`src/rtl/i2c_reg_seq.sv`:
```
// Register-access sequencer in front of a byte-level I2C master: turns one host
// command (1-4 byte register write, or register read via repeated start) into master byte transfers.
module i2c_reg_seq #(
    parameter int TIMEOUT_CYCLES = 100000,
    parameter int MAX_LEN        = 4
) (
    input  logic                 clk,
    input  logic                 rst_n,
    input  logic                 cmd_valid,
    output logic                 cmd_ready,
    input  logic                 cmd_rnw,
    input  logic [6:0]           cmd_dev_addr,
    input  logic [7:0]           cmd_reg_addr,
    input  logic [1:0]           cmd_len,
    input  logic [8*MAX_LEN-1:0] cmd_wdata,
    output logic                 rsp_valid,
    output logic [8*MAX_LEN-1:0] rsp_rdata,
    output logic [1:0]           rsp_err,
    output logic                 i2c_enable,
    output logic [6:0]           i2c_slv_addr,
    output logic                 i2c_rnw,
    output logic [7:0]           i2c_data_wr,
    input  logic                 i2c_busy,
    input  logic [7:0]           i2c_rd_data,
    input  logic                 i2c_nack
);

    typedef enum logic [1:0] {IDLE, RUN, DRAIN, RESP} state_t;

    localparam int TW = $clog2(TIMEOUT_CYCLES + 1);

    state_t               state, state_next;
    logic                 busy_prev;
    logic                 rise, fall, active, timeout, accept, capture;
    logic [2:0]           rise_cnt, fall_cnt, rise_next, fall_next, total;
    logic [1:0]           wr_idx, rd_idx;
    logic                 rnw_q;
    logic [1:0]           len_q;
    logic [8*MAX_LEN-1:0] wdata_q;
    logic [TW-1:0]        to_cnt;

    assign rise      = i2c_busy & ~busy_prev;
    assign fall      = ~i2c_busy & busy_prev;
    assign active    = (state == RUN) || (state == DRAIN);
    assign accept    = cmd_valid & cmd_ready;
    assign cmd_ready = (state == IDLE);
    assign rsp_valid = (state == RESP);

    // Total master bytes: the register pointer plus cmd_len+1 data bytes.
    assign total     = {1'b0, len_q} + 3'd2;
    assign rise_next = rise_cnt + 3'd1;
    assign fall_next = fall_cnt + 3'd1;
    assign wr_idx    = 2'(rise_next - 3'd1);
    assign rd_idx    = 2'(fall_next - 3'd2);

    // The watchdog cannot expire on a cycle that carries a busy edge.
    assign timeout = active && !rise && !fall && (to_cnt == TW'(TIMEOUT_CYCLES - 1));

    // Read bytes arrive on falls 2..total; after any NACK the data is meaningless.
    assign capture = fall && rnw_q && !i2c_nack && (rsp_err == 2'b00) &&
                     (fall_next >= 3'd2) && ((fall_next - 3'd2) <= {1'b0, len_q});

    always_comb begin
        // NOTE: every always_comb output gets a default first so no path infers a latch.
        state_next = state;
        case (state)
            IDLE:  if (cmd_valid) state_next = RUN;
            RUN: begin
                if (timeout)                       state_next = RESP;
                else if (rise && rise_next == total) state_next = DRAIN;
                else if (fall && i2c_nack)         state_next = DRAIN;
            end
            DRAIN: if (timeout || fall) state_next = RESP;
            RESP:  state_next = IDLE;
            default: state_next = IDLE;
        endcase
    end

    // NOTE: sequential state uses non-blocking assignments so every register samples pre-edge values.
    always_ff @(posedge clk) begin
        if (!rst_n) begin
            state        <= IDLE;
            busy_prev    <= 1'b0;
            rise_cnt     <= '0;
            fall_cnt     <= '0;
            to_cnt       <= '0;
            rnw_q        <= 1'b0;
            len_q        <= '0;
            wdata_q      <= '0;
            rsp_rdata    <= '0;
            rsp_err      <= 2'b00;
            i2c_enable   <= 1'b0;
            i2c_slv_addr <= '0;
            i2c_rnw      <= 1'b0;
            i2c_data_wr  <= '0;
        end else begin
            state     <= state_next;
            busy_prev <= i2c_busy;
            case (state)
                IDLE: begin
                    if (accept) begin
                        rnw_q        <= cmd_rnw;
                        len_q        <= cmd_len;
                        wdata_q      <= cmd_wdata;
                        i2c_slv_addr <= cmd_dev_addr;
                        i2c_rnw      <= 1'b0;
                        i2c_data_wr  <= cmd_reg_addr;
                        i2c_enable   <= 1'b1;
                        rsp_rdata    <= '0;
                        rsp_err      <= 2'b00;
                        rise_cnt     <= '0;
                        fall_cnt     <= '0;
                        to_cnt       <= '0;
                    end
                end
                RUN, DRAIN: begin
                    to_cnt <= (rise || fall) ? '0 : to_cnt + TW'(1);
                    if (timeout) begin
                        i2c_enable <= 1'b0;
                        rsp_err    <= 2'b10;
                    end else begin
                        // On each rise the master has latched the current byte; stage the next one.
                        if (rise) begin
                            rise_cnt <= rise_next;
                            if (state == RUN) begin
                                if (rise_next == total)
                                    i2c_enable <= 1'b0;
                                else if (!rnw_q)
                                    i2c_data_wr <= wdata_q[8*wr_idx +: 8];
                                else if (rise_next == 3'd1)
                                    i2c_rnw <= 1'b1;
                            end
                        end
                        if (fall) begin
                            fall_cnt <= fall_next;
                            if (i2c_nack) begin
                                rsp_err    <= 2'b01;
                                i2c_enable <= 1'b0;
                            end
                            if (capture)
                                rsp_rdata[8*rd_idx +: 8] <= i2c_rd_data;
                        end
                    end
                end
                default: ;
            endcase
        end
    end

endmodule

```
`config.mk`:
```
export PLATFORM = sky130hd
export DESIGN_NAME = i2c_reg_seq
export DESIGN_NICKNAME = d
export VERILOG_FILES = /design/src/rtl/i2c_reg_seq.sv
export SDC_FILE = /design/constraint.sdc
export NUM_CORES = 1
export LEC_CHECK = 0
export BUFFER_PORTS_ARGS = -buffer_cell sky130_fd_sc_hd__buf_2
export CAP_MARGIN = 10
export CORE_UTILIZATION = 40
export CTS_BUF_LIST = sky130_fd_sc_hd__clkbuf_8
export CTS_CLUSTER_SIZE = 24
export DETAILED_ROUTE_END_ITERATION = 7
export PLACE_DENSITY = 0.73
export SLEW_MARGIN = 20
export SYNTH_ARGS = -nofsm -noshare
export SYNTH_HDL_FRONTEND = slang
export SYNTH_SLANG_ARGS = --single-unit
export TNS_END_PERCENT = 30
```
`constraint.sdc`:
```
create_clock -name clk -period 2.7 [get_ports clk]
set_input_delay 0.135 -clock clk [delete_from_list [all_inputs] [get_ports clk]]
set_output_delay 0.135 -clock clk [all_outputs]
set_load 0.005 [all_outputs]
```
### Yosys cells after proc, flatten, opt, wreduce, memory -nomap -nowiden

Index checks and enable logic that the tools add are counted.

* bits in registers: 112
* output and inout bits: 53
* input port bits: 63
* word-level logic and storage cells: 131

* order comparisons: 2
* reductions and logical operators: 29
* equality and inequality tests: 21
* add/subtract/negate cells: 7
* shifts and indexed selects: 3
* multiplexer cells: 50
* bitwise logic cells: 5

Operators with widths (number)
* $mux W32: 4
* $pmux W32 S2: 1
* $mux W8: 6
* $mux W17: 2
* $neg A5 Y34: 1
* $pmux W17 S2: 1
* $shift A8 B34 Y32 const A: 1
* $shiftx A8 B34 Y32: 1
* $bwmux W32: 1
* $shiftx A32 B6 Y8: 1
* $ne A2 B2 Y1 const B: 10
* $mux W2: 9
* $add A17 B1 Y17 const B: 1
* $eq A17 B17 Y1 const B: 1
* $pmux W8 S2: 1
* $mux W3: 5
* $mux W1: 14
* $pmux W3 S2: 2
* $reduce_and A4 Y1: 3
* $logic_and A1 B1 Y1: 10
* $pmux W2 S4: 1
* $reduce_and A8 Y1: 1
* $reduce_and A7 Y1: 1
* $add A3 B1 Y3 const B: 2
* other kinds (24): 37

### Depth between registers and ports, before layout

* depth in word-level cells: 11
* depth in mapped cells: 10
* mapped depth without buffers: 7

### Worst setup path before layout

No wires, ideal clock.

* path type: flip-flop to flip-flop
* start point: register rise_cnt[0]
* end point: register state[0]
* buffers on the path: 2
* period minus slack after synthesis: 2.627 ns
* data arrival time: 2.509 ns
* stages on the path, launching flop included: 10
* slack: 0.073 ns
* library setup time: 0.119 ns
* required time: 2.581 ns
* cells stage by stage: dfxtp_1 > clkbuf_1 > inv_1 > ha_1 > clkbuf_1 > nor2b_1 > mux2i_1 > o31a_1 > and2_1 > o221a_1

* word-level cells in the longest chain between the ends: 6
* elaborated cells on any way between the ends: 8
* those cells by class: add/sub: 1; eq/ne: 2; mux: 3; reduce/logical: 2

RTL lines
* start, declared: line 35 `logic [2:0] rise_cnt, fall_cnt, rise_next, fall_next, total;`
* start signal, assigned: line 124 `rise_cnt <= rise_next;`
* $add A3 B1 Y3 (*): line 51 `assign rise_next = rise_cnt + 3'd1;`
* $eq A3 B3 Y1 (*): line 70 `else if (rise && rise_next == total) state_next = DRAIN;`
* $logic_and A1 B1 Y1 (*): line 70
* $mux W2: line 70
* $mux W2: line 69 `if (timeout) state_next = RESP;`
* $pmux W2 S4: line 66 `case (state)`
* end signal, assigned: line 97 `state <= state_next;`
* end, declared: line 32 `state_t state, state_next;`

Mark *: on every way between the ends. The rest lies on a longest branch, timed or not.
A chain may end at the register's enable or synchronous reset.

### Worst setup path after layout

* start point: register state[0]
* end point: register i2c_data_wr[4]

* word-level cells in the longest chain between the ends: 7
* elaborated cells on any way between the ends: 18
* those cells by class: eq/ne: 8; mux: 1; bitwise: 1; reduce/logical: 8

RTL lines
* $eq A2 B1 Y1 / $eq A2 B2 Y1 (equally long branches): line 44 `assign active = (state == RUN) || (state == DRAIN);`
* $logic_or A1 B1 Y1 (*): line 44
* net active: line 34 `logic rise, fall, active, timeout, accept, capture;`
* $logic_and A1 B1 Y1 (*) (3 in a row): line 57 `assign timeout = active && !rise && !fall && (to_cnt == TW'(TIMEOUT_CYCLES - 1));`
* $ne A2 B2 Y1 (no source line) (*)
* $reduce_and A7 Y1 (no source line) (*)
* end signal, assigned: line 107 `i2c_data_wr <= cmd_reg_addr;`
* end signal, assigned: line 129 `i2c_data_wr <= wdata_q[8*wr_idx +: 8];`
* end, declared: line 22 `output logic [7:0] i2c_data_wr,`

Mark *: on every way through the listed nets, which the timed path passes. The rest lies on a longest branch.

==> results.sh <==
export IMPL_status="completed"
export IMPL_drt_iter0_drc=307
export IMPL_grt_max_degree=56
export IMPL_r2r_end="i2c_data_wr[4]$_SDFFE_PN0P_"
export IMPL_end_kind="flop"
export IMPL_vias_per_cell=5.31
export IMPL_start_util_pct=41.5
export IMPL_start_kind="flop"
export IMPL_avgSynthCellArea_sq_um=8.97
export IMPL_cp_endpoint="i2c_data_wr[4]$_SDFFE_PN0P_"
export IMPL_dp_hpwl_mm=9.38
export IMPL_clk_latency_ns=0.40
export IMPL_synth_edf_count=0
export IMPL_hold_viol=0
export IMPL_grt_antenna_before_repair=0
export IMPL_hold_ws_ns=0.00998
export IMPL_cts_tree="done"
export IMPL_synth_flop_cell="dfxtp_1"
export IMPL_power_internal_mw=3.09
export IMPL_drt_first_pass_iters=4
export IMPL_combPwrFrac_pct=37.9
export IMPL_yosys_top_cells_area="dfxtp_1 45%, nand2_1 9.0%, a21oi_1 6.1%"
export IMPL_fin_crit_sh_pct=91.0
export IMPL_clk_pin_slew_worst_paths_ns=0.11
export IMPL_ctsLongestPathBuffers=2
export IMPL_grt_pass1_vias=4708
export IMPL_switching_share_pct=37.5
export IMPL_peakVddDrop_uv=690
export IMPL_final_setup_tns_ns=0
export IMPL_cp_max_fo=8
export IMPL_synth_top_area_share_pct=44.7
export IMPL_arrival_ns=2.79
export IMPL_synth_cell_types=57
export IMPL_htreeDepth=3
export IMPL_area_growth_pct=28.2
export IMPL_async_flop_share_pct=0
export IMPL_slew_headroom_pct=36.5
export IMPL_drive_above_1_share_pct=24.5
export IMPL_stdcell_area_sq_um=6440
export IMPL_n_antenna_cell=0
export IMPL_cap_violations=0
export IMPL_io_pin_count=116
export IMPL_numCtsBuffers=9
export IMPL_leakage_nw=2.69
export IMPL_grt_pass1_wl_mm=22.7
export IMPL_timing_worst_setup_path_type="flop to flop"
export IMPL_place_port_buffers=115
export IMPL_r2r_start="state[0]$_SDFFE_PN0P_"
export IMPL_setup_viol=0
export IMPL_crit_start="state[0]$_SDFFE_PN0P_"
export IMPL_die_w_microns=114
export IMPL_dp_slack_ns=0.101
export IMPL_synth_seq_cells=112
export IMPL_gp_routability_congestion=0.829
export IMPL_tightestPinTransition_ns=0.951
export IMPL_cp_required_ns=3.03
export IMPL_wl_per_cell_microns=15.6
export IMPL_p_seq_share_pct=40.2
export IMPL_std_cell_rows=40
export IMPL_worstHoldPathType="input port to flop"
export IMPL_final_nets=791
export IMPL_grt_usage_pct=22.2
export IMPL_cts_root_buf="clkbuf_8"
export IMPL_power_density_nw_per_um2=767
export IMPL_fin_crit_ns=2.46
export IMPL_synthCells=560
export IMPL_rrSetupSlack_ns=0.24
export IMPL_dieHeight_microns=114
export IMPL_p_clk_share_pct=21.9
export IMPL_antenna_left=0
export IMPL_clkSinkCount=112
export IMPL_slew_violations=0
export IMPL_final_cell_mix="121 x nand2_1, 115 x buf_2, 111 x dfxtp_1"
export IMPL_finalWorstSetupSlack_ns=0.242
export IMPL_rsz0062_at_grt="false"
export IMPL_grt_overflow=0
export IMPL_ys_warn_count=0
export IMPL_vias=4703
export IMPL_drcViolationCount=0
export IMPL_worst_r2r_cell_count=7
export IMPL_fmax_mhz=407
export IMPL_switchingPower_mw=1.85
export IMPL_fp_dieArea_sq_um=13000
export IMPL_synth_area_sq_um=5020
export IMPL_dpl_cell_area_sq_um=5780
export IMPL_routed_wl_mm=13.8
export IMPL_syn_nets=638
export IMPL_layout_commonest_cell="nand2_1"
export IMPL_core_area_sq_um=12100
export IMPL_yosys_area_top_type="dfxtp_1"
export IMPL_ys_seq_area_share_pct=44.7
export IMPL_fin_skew_ns=0.00998
## cell usage after synthesis, types with 6 or more instances
library cell  instances
ha_1                 15
a21oi_1              61
clkbuf_1             24
nand4_1              10
mux4_2                8
nor2_1               21
a31oi_1               6
nor3_1                7
xor2_1                7
o21ai_0              12
nand3_1              13
a22o_1               32
mux2_2                8
inv_1                13
nand2_1             121
mux2i_1              10
dfxtp_1             112
## final cells by class
class	instances	area (sq um)
tap	168	210
sequential	112	2240
clock buffer	10	138
clock inverter	6	78.8
fill	1154	5670
multi-input combinational	402	2590
inverter	14	52.6
timing repair buffer	174	1130
## power by group through the flow
stage	combinational [mW]	clock (mW)	sequential, mW
detailed placement	1.81	0	2.02
global placement	1.76	0	2.01
CTS	1.87	1.10	1.99
global route	2.06	1.18	2.01
floorplan	1.25	0	2.00
finish	1.87	1.08	1.99
## how the worst min path moves through the flow
stage / endpoint / cells past startpoint / from
global placement: wdata_q[27]$_SDFFE_PN0P_ / 3 / cmd_wdata[27]
detailed placement: wdata_q[13]$_SDFFE_PN0P_ / 3 / cmd_wdata[13]
CTS: rsp_rdata[20]$_SDFFE_PN0P_ / 2 / i2c_rd_data[4]
floorplan: rsp_rdata[0]$_SDFFE_PN0P_ / 1 / i2c_rd_data[0]
global route: rsp_rdata[3]$_SDFFE_PN0P_ / 2 / i2c_rd_data[3]
finish: rsp_rdata[18]$_SDFFE_PN0P_ / 2 / i2c_rd_data[2]
## through the flow
step,power (mW),instances,utilization [%]
after global placement,3.77,826,47.7
after global routing,5.25,886,53.2
after floorplan,3.25,560,-
after detailed placement,3.84,826,47.7
after CTS,4.95,885,53.1
final,4.94,886,53.2
## registers in the layout, summed over array words and instances, names as in the netlist
register / count
busy_prev: 1
fall_cnt: 3
i2c_data_wr: 8
i2c_enable: 1
i2c_rnw: 1
i2c_slv_addr: 7
len_q: 2
rise_cnt: 3
rnw_q: 1
rsp_err: 2
rsp_rdata: 32
state: 2
to_cnt: 17
wdata_q: 32
## critical path: stages (launching register included)
cell and delay (ns):
dfxtp_1 0.40, inv_1 0.10, ha_1 0.44, nor2b_1 0.30, nand4_1 0.12, nor3_1 0.33, a211o_1 0.46, mux2i_1 0.24
## timing repair
item / in CTS / in global routing
gates resized for setup: 0 / 2
setup buffers: 0 / 1
hold endpoints to repair: 43 / 0
setup endpoints to repair: 0 / 29
hold buffers: 43 / 0
## logic make-up (layout without fill, tap and decap cells)
logic type / after synthesis / in the layout / synth area share (%)
buffers and inverters: 46 / 204 / 3.81
flip-flops: 112 / 112 / 44.7
XOR/XNOR: 12 / 12 / 2.09
AO/OA/AOI/OAI: 131 / 131 / 16.8
AND/OR/NAND/NOR: 218 / 218 / 21.5
multiplexers: 26 / 26 / 7.38
adder cells (fa/ha/maj): 15 / 15 / 3.74
## layer usage
layer | wire length, microns | global-route usage [%]
met5 | 0 | 0
met4 | 329 | 10.8
met3 | 731 | 4.62
met2 | 6980 | 38.4
met1 | 5750 | 26.0
No activity file was read; power rests on OpenSTA's default activity.
